[src/rtl/bus_arbiter.sv]
// -----------------------------------------------------------------------------
// bus_arbiter
//   Shares one memory/peripheral slave between N_MASTERS bus masters using the
//   core bus handshake (address, wdata, wmask, level-held wen/ren, single-cycle
//   done). Arbitration is round-robin, and the grant is held for one whole
//   transaction.
//
//   Optional feature macro: BUS_ARB_TIMEOUT_EN
//     When defined, a watchdog ends a transaction that has waited
//     TIMEOUT_CYCLES cycles in GRANT without s_done. The master gets a
//     completion pulse with read data 32'hDEAD_BEEF, and the timeout_err port
//     pulses for the same cycle.
//     When undefined, there is no counter and no timeout_err port.
//
// Parameters
//   N_MASTERS       number of masters, 2..8
//   TIMEOUT_CYCLES  watchdog limit in cycles (used only with BUS_ARB_TIMEOUT_EN)
//
// Ports
//   clk, rst        clock; asynchronous active-high reset
//   m_addr/m_wdata  per-master address/write data, master i at [32*i +: 32]
//   m_wmask         per-master byte mask, master i at [4*i +: 4]
//   m_wen/m_ren     per-master level-held write/read requests
//   m_rdata         read data broadcast to all masters
//   m_done          per-master one-cycle completion pulse
//   s_*             slave side; s_* outputs are combinational from the grant
//   grant           one-hot registered owner, 0 when idle
//   busy            transaction in flight
//   timeout_err     watchdog expiry pulse (BUS_ARB_TIMEOUT_EN only)
// -----------------------------------------------------------------------------
module bus_arbiter #(
  parameter int N_MASTERS      = 2,
  parameter int TIMEOUT_CYCLES = 1024
) (
  input  logic                   clk,
  input  logic                   rst,
  input  logic [N_MASTERS*32-1:0] m_addr,
  input  logic [N_MASTERS*32-1:0] m_wdata,
  input  logic [N_MASTERS*4-1:0]  m_wmask,
  input  logic [N_MASTERS-1:0]    m_wen,
  input  logic [N_MASTERS-1:0]    m_ren,
  output logic [31:0]             m_rdata,
  output logic [N_MASTERS-1:0]    m_done,
  output logic [31:0]             s_addr,
  output logic [31:0]             s_wdata,
  output logic [3:0]              s_wmask,
  output logic                    s_wen,
  output logic                    s_ren,
  input  logic [31:0]             s_rdata,
  input  logic                    s_done,
  output logic [N_MASTERS-1:0]    grant,
`ifdef BUS_ARB_TIMEOUT_EN
  output logic                    timeout_err,
`endif
  output logic                    busy
);

  localparam int IW = (N_MASTERS > 1) ? $clog2(N_MASTERS) : 1;

  localparam logic [0:0] ST_IDLE  = 1'b0;
  localparam logic [0:0] ST_GRANT = 1'b1;

  if (N_MASTERS < 2 || N_MASTERS > 8 || TIMEOUT_CYCLES < 1) begin : g_param_check
    $error("bus_arbiter: N_MASTERS must be 2..8 and TIMEOUT_CYCLES >= 1");
  end

  logic [0:0]           r_state;
  logic [N_MASTERS-1:0] r_grant;
  logic [IW-1:0]        r_gidx;
  logic [IW-1:0]        r_rr_ptr;

  logic [N_MASTERS-1:0] w_req;
  logic                 w_any;
  logic [IW-1:0]        w_pick;
  logic [N_MASTERS-1:0] w_pick_oh;
  logic                 w_owner_req;
  logic                 w_timeout;
  logic                 w_release;
  logic [IW-1:0]        w_rr_next;

  assign w_req = m_wen | m_ren;
  assign w_any = |w_req;

  // Cyclic search starting at r_rr_ptr. The loop runs from the farthest offset
  // down to 0 so the requester closest to the pointer is the last one written.
  // NOTE: every variable assigned in always_comb gets a default first, so no
  // path leaves it unassigned and no latch is inferred.
  always_comb begin
    w_pick = r_rr_ptr;
    for (int off = N_MASTERS - 1; off >= 0; off--) begin
      if (w_req[(int'(r_rr_ptr) + off) % N_MASTERS]) begin
        w_pick = IW'((int'(r_rr_ptr) + off) % N_MASTERS);
      end
    end
  end

  always_comb begin
    w_pick_oh = '0;
    for (int i = 0; i < N_MASTERS; i++) begin
      w_pick_oh[i] = (w_pick == IW'(i));
    end
  end

  // Slave-side mux. r_grant is zero in IDLE, so every s_* output is zero there
  // without an extra state qualifier. Write wins if a master holds both strobes.
  always_comb begin
    s_addr      = '0;
    s_wdata     = '0;
    s_wmask     = '0;
    s_wen       = 1'b0;
    s_ren       = 1'b0;
    w_owner_req = 1'b0;
    for (int i = 0; i < N_MASTERS; i++) begin
      if (r_grant[i]) begin
        s_addr      = m_addr[32*i +: 32];
        s_wdata     = m_wdata[32*i +: 32];
        s_wmask     = m_wmask[4*i +: 4];
        s_wen       = m_wen[i];
        s_ren       = m_ren[i] & ~m_wen[i];
        w_owner_req = w_req[i];
      end
    end
  end

`ifdef BUS_ARB_TIMEOUT_EN
  localparam int CW = $clog2(TIMEOUT_CYCLES + 1);

  logic [CW-1:0] r_cnt;

  // The counter holds the number of GRANT cycles already spent, so it equals
  // TIMEOUT_CYCLES during the cycle that lies TIMEOUT_CYCLES after the grant.
  always_ff @(posedge clk or posedge rst) begin
    if (rst) begin
      r_cnt <= '0;
    end else if (r_state == ST_IDLE) begin
      r_cnt <= '0;
    end else begin
      r_cnt <= r_cnt + CW'(1);
    end
  end

  // A real s_done in the expiry cycle is a normal completion.
  assign w_timeout   = (r_state == ST_GRANT) && (r_cnt == CW'(TIMEOUT_CYCLES)) && !s_done;
  assign timeout_err = w_timeout;
  assign m_rdata     = w_timeout ? 32'hDEAD_BEEF : s_rdata;
`else
  assign w_timeout = 1'b0;
  assign m_rdata   = s_rdata;
`endif

  // s_done in IDLE cannot reach m_done because r_grant is zero there.
  assign m_done = r_grant & {N_MASTERS{s_done | w_timeout}};

  // Completion, abandon (owner dropped both strobes) or watchdog expiry.
  assign w_release = s_done | ~w_owner_req | w_timeout;
  assign w_rr_next = (r_gidx == IW'(N_MASTERS - 1)) ? '0 : r_gidx + IW'(1);

  // NOTE: sequential state uses non-blocking assignments so every register
  // samples the values from before the clock edge, whatever the statement order.
  always_ff @(posedge clk or posedge rst) begin
    if (rst) begin
      r_state  <= ST_IDLE;
      r_grant  <= '0;
      r_gidx   <= '0;
      r_rr_ptr <= '0;
    end else begin
      case (r_state)
        ST_IDLE: begin
          if (w_any) begin
            r_state <= ST_GRANT;
            r_grant <= w_pick_oh;
            r_gidx  <= w_pick;
          end
        end
        ST_GRANT: begin
          if (w_release) begin
            r_state  <= ST_IDLE;
            r_grant  <= '0;
            r_rr_ptr <= w_rr_next;
          end
        end
        default: begin
          r_state <= ST_IDLE;
          r_grant <= '0;
        end
      endcase
    end
  end

  assign grant = r_grant;
  assign busy  = (r_state == ST_GRANT);

endmodule

[config.mk]
export PLATFORM = sky130hd
export DESIGN_NAME = bus_arbiter
export DESIGN_NICKNAME = d
export VERILOG_FILES = /design/src/rtl/bus_arbiter.sv
export SDC_FILE = /design/constraint.sdc
export NUM_CORES = 1
export LEC_CHECK = 0
export ABC_CLOCK_PERIOD_IN_PS = 1100
export CAP_MARGIN = 20
export CELL_PAD_IN_SITES_DETAIL_PLACEMENT = 1
export CELL_PAD_IN_SITES_GLOBAL_PLACEMENT = 1
export CORE_ASPECT_RATIO = 0.7
export CORE_MARGIN = 5
export CORE_UTILIZATION = 10
export CTS_CLUSTER_SIZE = 10
export DETAILED_ROUTE_END_ITERATION = 8
export PLACE_DENSITY_LB_ADDON = 0.1
export SLEW_MARGIN = 30
export SYNTH_ARGS = -nofsm -noshare
export SYNTH_HDL_FRONTEND = slang
export SYNTH_SLANG_ARGS = --single-unit
export TNS_END_PERCENT = 50
[constraint.sdc]
create_clock -name clk -period 1.1 [get_ports clk]
set_input_delay 0.22 -clock clk [delete_from_list [all_inputs] [get_ports clk]]
set_output_delay 0.22 -clock clk [all_outputs]
set_load 0.01 [all_outputs]
==> metrics.csv, run 1 <==
metric,value,unit
status,finished with violations,
failing checks,setup timing,
Most used DFF post-synth,dfrtp_1,
total CTS buffers,3,
ys async rst share,100,%
vias per cell,4.03,
Area Growth Syn to Fin,186,%
htree depth,1,
clock slew at reported path FFs,0.03,ns
first drt pass iteration count,4,
Total GRT Usage,11.2,%
Die Y,104,µm
Worst Path Required,0.88,ns
unrepaired setup endpoints after global routing,yes,
total congestion overflow,0,
Routed WL,9170,µm
Post-synth EDFFs,0,
slew at the pin closest to its max-slew limit,0.214,ns
Fin Clk Skew,0.00145,ns
fin. max-slew vios,0,
Max-Cap Viols,0,
Antenna Cells,0,
Final period util,152,%
syn nets,332,
Synth area leaders,"a22o_1 47%, buf_4 22%, dfrtp_1 10%",
Setup crit start kind,flop,
routed via count,2105,
met2 GRT Util,19.3,%
HPWL Detailed,7350,µm
DIE WIDTH,144,µm
largest net degree at the start of global routing,22,
syn avg cell area,7.97,µm²
min Tclk post-route,1.68,ns
I/O pin total,282,
Root Driver,clkbuf_16,
initial antenna violation count,0,
Yosys Warn Count,0,
Unique masters post-synth,23,
peak supply drop,0.529,mV
final setup margin,-0.575,ns
crit path max fanout,7,
DP Cell Count,509,
Nets,536,
Yosys top cell area share,46.9,%
Gate Count Post-Synth,157,
Crit Path Class,reg2out,
gpl congestion,0.774,
Sink Count,5,
slew margin rel.,85.7,%
full die area,14900,µm²
Iteration-0 DRC Markers,39,
DRC violations left,0,
sequential-to-total area share from yosys stat,10.0,%
row cnt,34,
first-pass GRT wire length,13100,µm
f_max,597,MHz
fin cells,522,
Final ANT Viol Nets,0,
routed len/inst,17.6,µm
fraction of layout cells with a size suffix above 1,33.9,%
Hold Buf Count CTS,0,
min-delay worst type,in2async,
"Clk Latency, worst-skew pair",0.23,ns
Longest Clk Path Bufs,2,
final setup vio count,78,
CORE AREA,12300,µm²
P_leak,1.58,nW
met3 usage,4.33,%
CP Data Arrival Time,1.46,ns
CTS tree,yes,
setup_tns,-35.93,ns
Final Hold Violating Endpoints,0,
met1 GRT Util,13.4,%
Power Density,1940,nW/µm²
mapped cell area,1250,µm²
initial core utilization,10.1,%
Seq cells post-synth,5,
Synth area leader,a22o_1,
CP endpoint kind,output port,
FILL cells,1428,
reg2reg path depth,6,
GR peak layer,met2,
vias in the first global route,2257,
I/O Buffers,217,
[Yosys cell counts (all sizes together), types with 2 or more instances]
library cell	instances
a22o	67
buf	45
o21ai	8
nor2	6
dfrtp	5
nand2	5
a21oi	3
clkbuf	3
inv	3
and2	2
nand2b	2
[area by class of cell]
type                            instances  area [µm²]  share of cell area (%)
Multi-Input combinational cell        101         831                    23.2
Tap cell                              162         203                    5.67
Inverter                                3        11.3                   0.315
Sequential cell                         5         126                    3.53
Clock buffer                            4        78.8                    2.20
Timing Repair Buffer                  247        2330                    65.0
[state kept, by name, indices dropped and copies added (netlist names)]
signal and cells:
r_gidx 1, grant 2, busy 1, r_rr_ptr 1
[through the flow]
| stage | total power, mW | util (%) | worst slack [ns] | hold slack (ns) | area, µm² |
|---|---|---|---|---|---|
| after floorplan | 3.12 | - | -0.211 | -0.00148 | 1290 |
| after global placement | 6.34 | 28.4 | -0.682 | 0.440 | 3500 |
| after detailed placement | 6.30 | 28.4 | -0.686 | 0.440 | 3500 |
| after CTS | 7.18 | 29.1 | -0.596 | 0.225 | 3600 |
| after global routing | 7.43 | 29.0 | -0.629 | 0.270 | 3580 |
| final | 6.94 | 29.0 | -0.575 | 0.217 | 3580 |
[path summary, 6_finish.rpt]
path	start	to	slack, ns
max in group asynchronous	rst	grant[1]$_DFFE_PP0P_	0.68
setup / recovery	grant[0]$_DFFE_PP0P_	s_wdata[8]	-0.58
min in group clk	s_rdata[18]	m_rdata[18]	0.44
hold / removal	rst	r_gidx$_DFFE_PP0P_	0.22
hold reg to reg	r_gidx$_DFFE_PP0P_	r_rr_ptr$_DFFE_PP0P_	0.47
setup reg to reg	grant[1]$_DFFE_PP0P_	r_rr_ptr$_DFFE_PP0P_	-0.27
[critical path, cell delays in order (launching register included)]
cell and delay [ns]:
dfrtp_1 0.37, nor2b_4 0.14, buf_6 0.12, buf_12 0.13, buf_16 0.14, a22o_1 0.19
buf_2 0.13
[routing by layer]
metal,vias up,part of all wire (%)
li1,984,-
met1,968,41
met2,141,46
met3,12,12
met4,0,0.69
met5,-,0
[cells in the final DEF (no fill, tap or decap), types with 2 or more instances in the layout]
cell type,instances
clkbuf_16,3
o21ai_1,4
inv_1,3
buf_2,52
buf_4,16
a22o_1,67
buf_6,16
dlygate4sd2_1,3
a21oi_2,2
o21ai_2,3
and2_1,2
nand2_1,5
buf_16,3
clkdlybuf4s50_1,138
dfrtp_1,4
buf_12,7
nor2_2,4
clkdlybuf4s15_2,10
[what timing repair did]
| action | CTS | global route |
|---|---|---|
| gates cloned | 4 | 0 |
| setup endpoints to repair | 80 | 79 |
| resized for setup | 318 | 13 |
| pin swaps | 4 | 7 |
| setup buffers | 7 | 0 |
[cell families after synthesis]
| kind of cell | synth area share (%) |
|---|---|
| AOI/OAI and AO/OA | 53.8 |
| buffers and inverters | 27.5 |
| DFF | 10.0 |
| muxes | 0.800 |
| and+or+nand+nor | 7.90 |
[where the power goes]
group	switching [mW]	internal, mW	leakage, nW
Combinational	2.68	3.34	1.48
Sequential	0.0576	0.279	0.0589
Clock	0.115	0.480	0.0382
Power figures use the tool's default switching activity.
==> run 2, diff against run 1 <==
--- a/config.mk
+++ b/config.mk
@@ -5,7 +5,7 @@
 export SDC_FILE = /design/constraint.sdc
 export NUM_CORES = 1
 export LEC_CHECK = 0
-export ABC_CLOCK_PERIOD_IN_PS = 1100
+export ABC_CLOCK_PERIOD_IN_PS = 1880
 export CAP_MARGIN = 20
 export CELL_PAD_IN_SITES_DETAIL_PLACEMENT = 1
 export CELL_PAD_IN_SITES_GLOBAL_PLACEMENT = 1
@@ -15,7 +15,7 @@
 export CTS_CLUSTER_SIZE = 10
 export DETAILED_ROUTE_END_ITERATION = 8
 export PLACE_DENSITY_LB_ADDON = 0.1
-export SLEW_MARGIN = 30
+export SLEW_MARGIN = 20
 export SYNTH_ARGS = -nofsm -noshare
 export SYNTH_HDL_FRONTEND = slang
 export SYNTH_SLANG_ARGS = --single-unit
==> constraint.sdc (replaced) <==
create_clock -name clk -period 1.88 [get_ports clk]
set_input_delay 0.376 -clock clk [delete_from_list [all_inputs] [get_ports clk]]
set_output_delay 0.376 -clock clk [all_outputs]
set_load 0.01 [all_outputs]
==> metrics.csv, run 2 (synthesized netlist as in run 1, its figures left out) <==
metric,value,unit
first drt pass iteration count,4,
Final Hold Violating Endpoints,0,
vias per cell,3.97,
crit path max fanout,22,
most frequent cells in the layout,"144 x clkdlybuf4s50_1, 67 x a22o_1, 41 x buf_2",
P_leak,1.57,nW
htree depth,1,
peak supply drop,0.333,mV
initial core utilization,10.1,%
Crit Path Class,reg2out,
I/O pin total,282,
largest net degree at the start of global routing,24,
HPWL Detailed,7300,µm
placed inst area,3530,µm²
min-delay worst type,in2async,
Area Growth Syn to Fin,177,%
Setup crit start kind,flop,
total CTS buffers,3,
sequential power share,5.7,%
slew margin rel.,75.2,%
f_max,536,MHz
internal power,2.30,mW
DIE WIDTH,144,µm
I/O Buffers,217,
vias in the first global route,2187,
combinational power share,85.4,%
Final ANT Viol Nets,0,
Max-Cap Viols,0,
Final period util,99.1,%
full die area,14900,µm²
routed via count,2069,
Routed WL,8700,µm
fin. max-slew vios,0,
first-pass GRT wire length,12500,µm
Layout Utilization,28.1,%
WHS,0.376,ns
Hold Buf Count CTS,0,
routed len/inst,16.7,µm
final setup vio count,0,
Iteration-0 DRC Markers,53,
Sink Count,5,
Worst Path Required,1.50,ns
"Clk Latency, worst-skew pair",0.23,ns
Total GRT Usage,10.5,%
total congestion overflow,0,
final setup margin,0.0160,ns
CP endpoint kind,output port,
CP max stage delay,0.43,ns
Die Y,104,µm
row cnt,34,
slowest cell on the critical path,dfrtp_2,
Sw Ratio,40.6,%
initial antenna violation count,0,
CORE AREA,12300,µm²
fraction of layout cells with a size suffix above 1,27.6,%
CTS tree,yes,
min Tclk post-route,1.86,ns
CP Data Arrival Time,1.49,ns
Longest Clk Path Bufs,2,
Nets,535,
Antenna Cells,0,
DRC violations left,0,
unrepaired setup endpoints after global routing,yes,
Fin Clk Skew,0.00106,ns
slew at the pin closest to its max-slew limit,0.371,ns
"commonest non-fill, non-tap cell in the layout",clkdlybuf4s50_1,
gpl congestion,0.731,
worst slack at placement,-0.171,ns
clock slew at reported path FFs,0.03,ns
worst-path cell chain,buf_8 > buf_12 > a22o_1 > dlygate4sd2_1,
power share of the clock group,8.9,%
Root Driver,clkbuf_16,
Power Density,1110,nW/µm²
number of flip-flops in the largest register,2,
Sw Pwr,1.57,mW
final instance area,3470,µm²
status,finished clean,
==> run 2: cell types whose count changed in the layout (fill, tap and decap cells not counted), sizes merged <==
| cell | before | now |
|---|---|---|
| clkdlybuf4s50 | 138 | 144 |
| buf | 94 | 76 |
| bufbuf | 0 | 2 |
| dlymetal6s2s | 1 | 0 |
| clkdlybuf4s15 | 11 | 2 |
| clkbuf | 4 | 17 |
| dlygate4sd2 | 3 | 9 |
==> run 2: timing repair <==
item	CTS	global route
gates resized for setup	228	43
pin swaps	0	2
setup buffers	5	0
endpoints found under the setup margin	73	52
cloned	2	0
==> run 2: power by group through the flow <==
stage / clock [mW] / sequential [mW] / combinational [mW]
3_3_place_gp: 0 / 0.213 / 3.56
5_1_grt: 0.366 / 0.227 / 3.57
2_1_floorplan: 0 / 0.221 / 1.51
4_1_cts: 0.357 / 0.217 / 3.32
6_report: 0.346 / 0.219 / 3.30
3_5_place_dp: 0 / 0.216 / 3.55
==> run 2: critical path: cells and delay by family (launching register included) <==
| family | cells | cell delay (ns) |
|---|---|---|
| AO/OA/AOI/OAI | 1 | 0.22 |
| buffers and inverters | 3 | 0.61 |
| flip-flops | 1 | 0.43 |
==> run 2: per-layer routing <==
layer / vias up / GRT usage, % / routed length, µm
li1: 978 / - / -
met1: 941 / 13.3 / 3560
met2: 142 / 17.3 / 3940
met3: 8 / 3.78 / 1150
met4: 0 / 1.95 / 58
met5: - / 0 / 0
==> run 2: stage by stage <==
step | setup TNS (ns) | std cells | total power, mW
4_1_cts | -0.142 | 522 | 3.90
2_1_floorplan | 0 | 157 | 1.73
5_1_grt | -0.316 | 521 | 4.17
6_report | 0 | 521 | 3.87
3_3_place_gp | -2.40 | 511 | 3.78
3_5_place_dp | -2.32 | 511 | 3.76
==> run 2: worst paths after layout <==
path	start	end	slack (ns)	cells after the start
min in group clk	r_gidx$_DFFE_PP0P_	r_rr_ptr$_DFFE_PP0P_	0.45	1
max in group asynchronous	rst	grant[1]$_DFFE_PP0P_	1.29	2
worst max register to register	grant[1]$_DFFE_PP0P_	r_rr_ptr$_DFFE_PP0P_	0.47	6
worst min-delay path	rst	busy$_DFF_PP0_	0.38	2
worst max-delay path	grant[1]$_DFFE_PP0P_	s_wdata[16]	0.02	4
worst min register to register	r_gidx$_DFFE_PP0P_	r_rr_ptr$_DFFE_PP0P_	0.45	1
==> run 2: area by class of cell <==
class                      count  area [µm²]
inverter                       3        11.3
fill                        1454        8870
timing repair buffer         246        2270
tap                          162         203
multi-input combinational    101         782
sequential                     5         126
clock buffer                   4        78.8
==> run 3, diff against run 2 <==
--- a/config.mk
+++ b/config.mk
@@ -15,6 +15,7 @@
 export CTS_CLUSTER_SIZE = 10
 export DETAILED_ROUTE_END_ITERATION = 8
 export PLACE_DENSITY_LB_ADDON = 0.1
+export SKIP_CTS_REPAIR_TIMING = 1
 export SLEW_MARGIN = 20
 export SYNTH_ARGS = -nofsm -noshare
 export SYNTH_HDL_FRONTEND = slang
==> metrics.csv, run 3 (synthesized netlist as in run 1, its figures left out) <==
metric,value,unit
combinational power share,85.8,%
Routed WL,8590,µm
Area Growth Syn to Fin,199,%
total CTS buffers,3,
routed via count,2045,
I/O pin total,282,
most frequent cells in the layout,"167 x clkdlybuf4s50_1, 67 x a22o_1, 50 x dlymetal6s2s_1",
DRC violations left,0,
Iteration-0 DRC Markers,55,
CORE AREA,12300,µm²
min Tclk post-route,2.12,ns
Sw Ratio,38.4,%
Power Density,1060,nW/µm²
total congestion overflow,0,
WHS,0.373,ns
CP Data Arrival Time,1.75,ns
CP endpoint kind,output port,
gpl congestion,0.731,
"commonest non-fill, non-tap cell in the layout",clkdlybuf4s50_1,
Sw Pwr,1.52,mW
final setup margin,-0.243,ns
first-pass GRT wire length,12100,µm
Sink Count,5,
fin cells,515,
full die area,14900,µm²
final setup vio count,23,
crit path max fanout,22,
Setup crit start kind,flop,
slew margin rel.,75.0,%
Worst Path Required,1.50,ns
Fin Clk Skew,0.00113,ns
Nets,529,
Final Hold Violating Endpoints,0,
unrepaired setup endpoints after global routing,yes,
Reg area,126,µm²
Final ANT Viol Nets,0,
FILL cells,1408,
initial core utilization,10.1,%
Final period util,113,%
vias per cell,3.97,
number of flip-flops in the largest register,2,
internal power,2.44,mW
Die Y,104,µm
fraction of layout cells with a size suffix above 1,8.78,%
Total GRT Usage,10.1,%
routed len/inst,16.7,µm
min-delay worst type,in2async,
Max-Cap Viols,0,
clock slew at reported path FFs,0.03,ns
sequential power share,5.4,%
initial antenna violation count,0,
first drt pass iteration count,4,
status,finished with violations,
HPWL Detailed,7300,µm
peak supply drop,0.373,mV
I/O Buffers,217,
fin. max-slew vios,0,
largest net degree at the start of global routing,24,
htree depth,1,
Longest Clk Path Bufs,2,
Crit Path Class,reg2out,
Antenna Cells,0,
failing checks,setup timing,
Root Driver,clkbuf_16,
P_leak,2.11,nW
DP Cell Count,511,
"Clk Latency, worst-skew pair",0.23,ns
Multi-input gate area,782,µm²
vias in the first global route,2138,
f_max,471,MHz
CTS tree,yes,
row cnt,34,
slew at the pin closest to its max-slew limit,0.374,ns
DIE WIDTH,144,µm
power share of the clock group,8.8,%
reg2reg path depth,6,
run 3: critical path, stage by stage (launching register included):
cell             delay (ns)
dfrtp_2                0.38
buf_4                  0.23
buf_12                 0.18
a22o_1                 0.14
clkdlybuf4s50_1        0.57
run 3: worst paths after layout:
kind / from / to / slack, ns
max: grant[1]$_DFFE_PP0P_ / s_wdata[19] / -0.24
min in group clk: r_gidx$_DFFE_PP0P_ / r_rr_ptr$_DFFE_PP0P_ / 0.45
min reg2reg: r_gidx$_DFFE_PP0P_ / r_rr_ptr$_DFFE_PP0P_ / 0.45
max reg2reg: grant[1]$_DFFE_PP0P_ / r_rr_ptr$_DFFE_PP0P_ / 0.43
max in group asynchronous: rst / grant[1]$_DFFE_PP0P_ / 1.29
min: rst / busy$_DFF_PP0_ / 0.37
run 3: stage by stage:
| stage | utilization (%) | area [µm²] | worst slack, ns | setup TNS (ns) | total power [mW] |
|---|---|---|---|---|---|
| 2_1_floorplan | - | 1250 | 0.343 | 0 | 1.73 |
| 3_3_place_gp | 28.6 | 3530 | -0.172 | -2.40 | 3.78 |
| 3_5_place_dp | 28.6 | 3530 | -0.171 | -2.32 | 3.76 |
| 4_1_cts | 29.2 | 3610 | -0.307 | -17.90 | 4.14 |
| 5_1_grt | 30.3 | 3740 | -0.346 | -7.02 | 4.25 |
| 6_report | 30.3 | 3740 | -0.243 | -4.87 | 3.96 |
run 3: power by group through the flow:
stage | sequential (mW) | clock, mW | combinational (mW)
after floorplan | 0.221 | 0 | 1.51
after global placement | 0.213 | 0 | 3.56
after detailed placement | 0.216 | 0 | 3.55
after CTS | 0.214 | 0.357 | 3.57
after global routing | 0.220 | 0.366 | 3.66
final | 0.215 | 0.347 | 3.40
run 3: per-layer routing:
| layer | up-vias | track usage [%] | share of wire, % |
|---|---|---|---|
| met3 | 8 | 4.24 | 13 |
| met4 | 0 | 1.95 | 0.68 |
| met5 | - | 0 | 0 |
| met2 | 142 | 16.5 | 45 |
| li1 | 966 | - | - |
| met1 | 929 | 12.5 | 41 |
run 3: cell type report:
| class | count | area share, % |
|---|---|---|
| Clock buffer | 4 | 2.11 |
| Inverter | 3 | 0.301 |
| Multi-Input combinational cell | 101 | 20.9 |
| Sequential cell | 5 | 3.38 |
| Tap cell | 162 | 5.42 |
| Timing Repair Buffer | 240 | 67.9 |
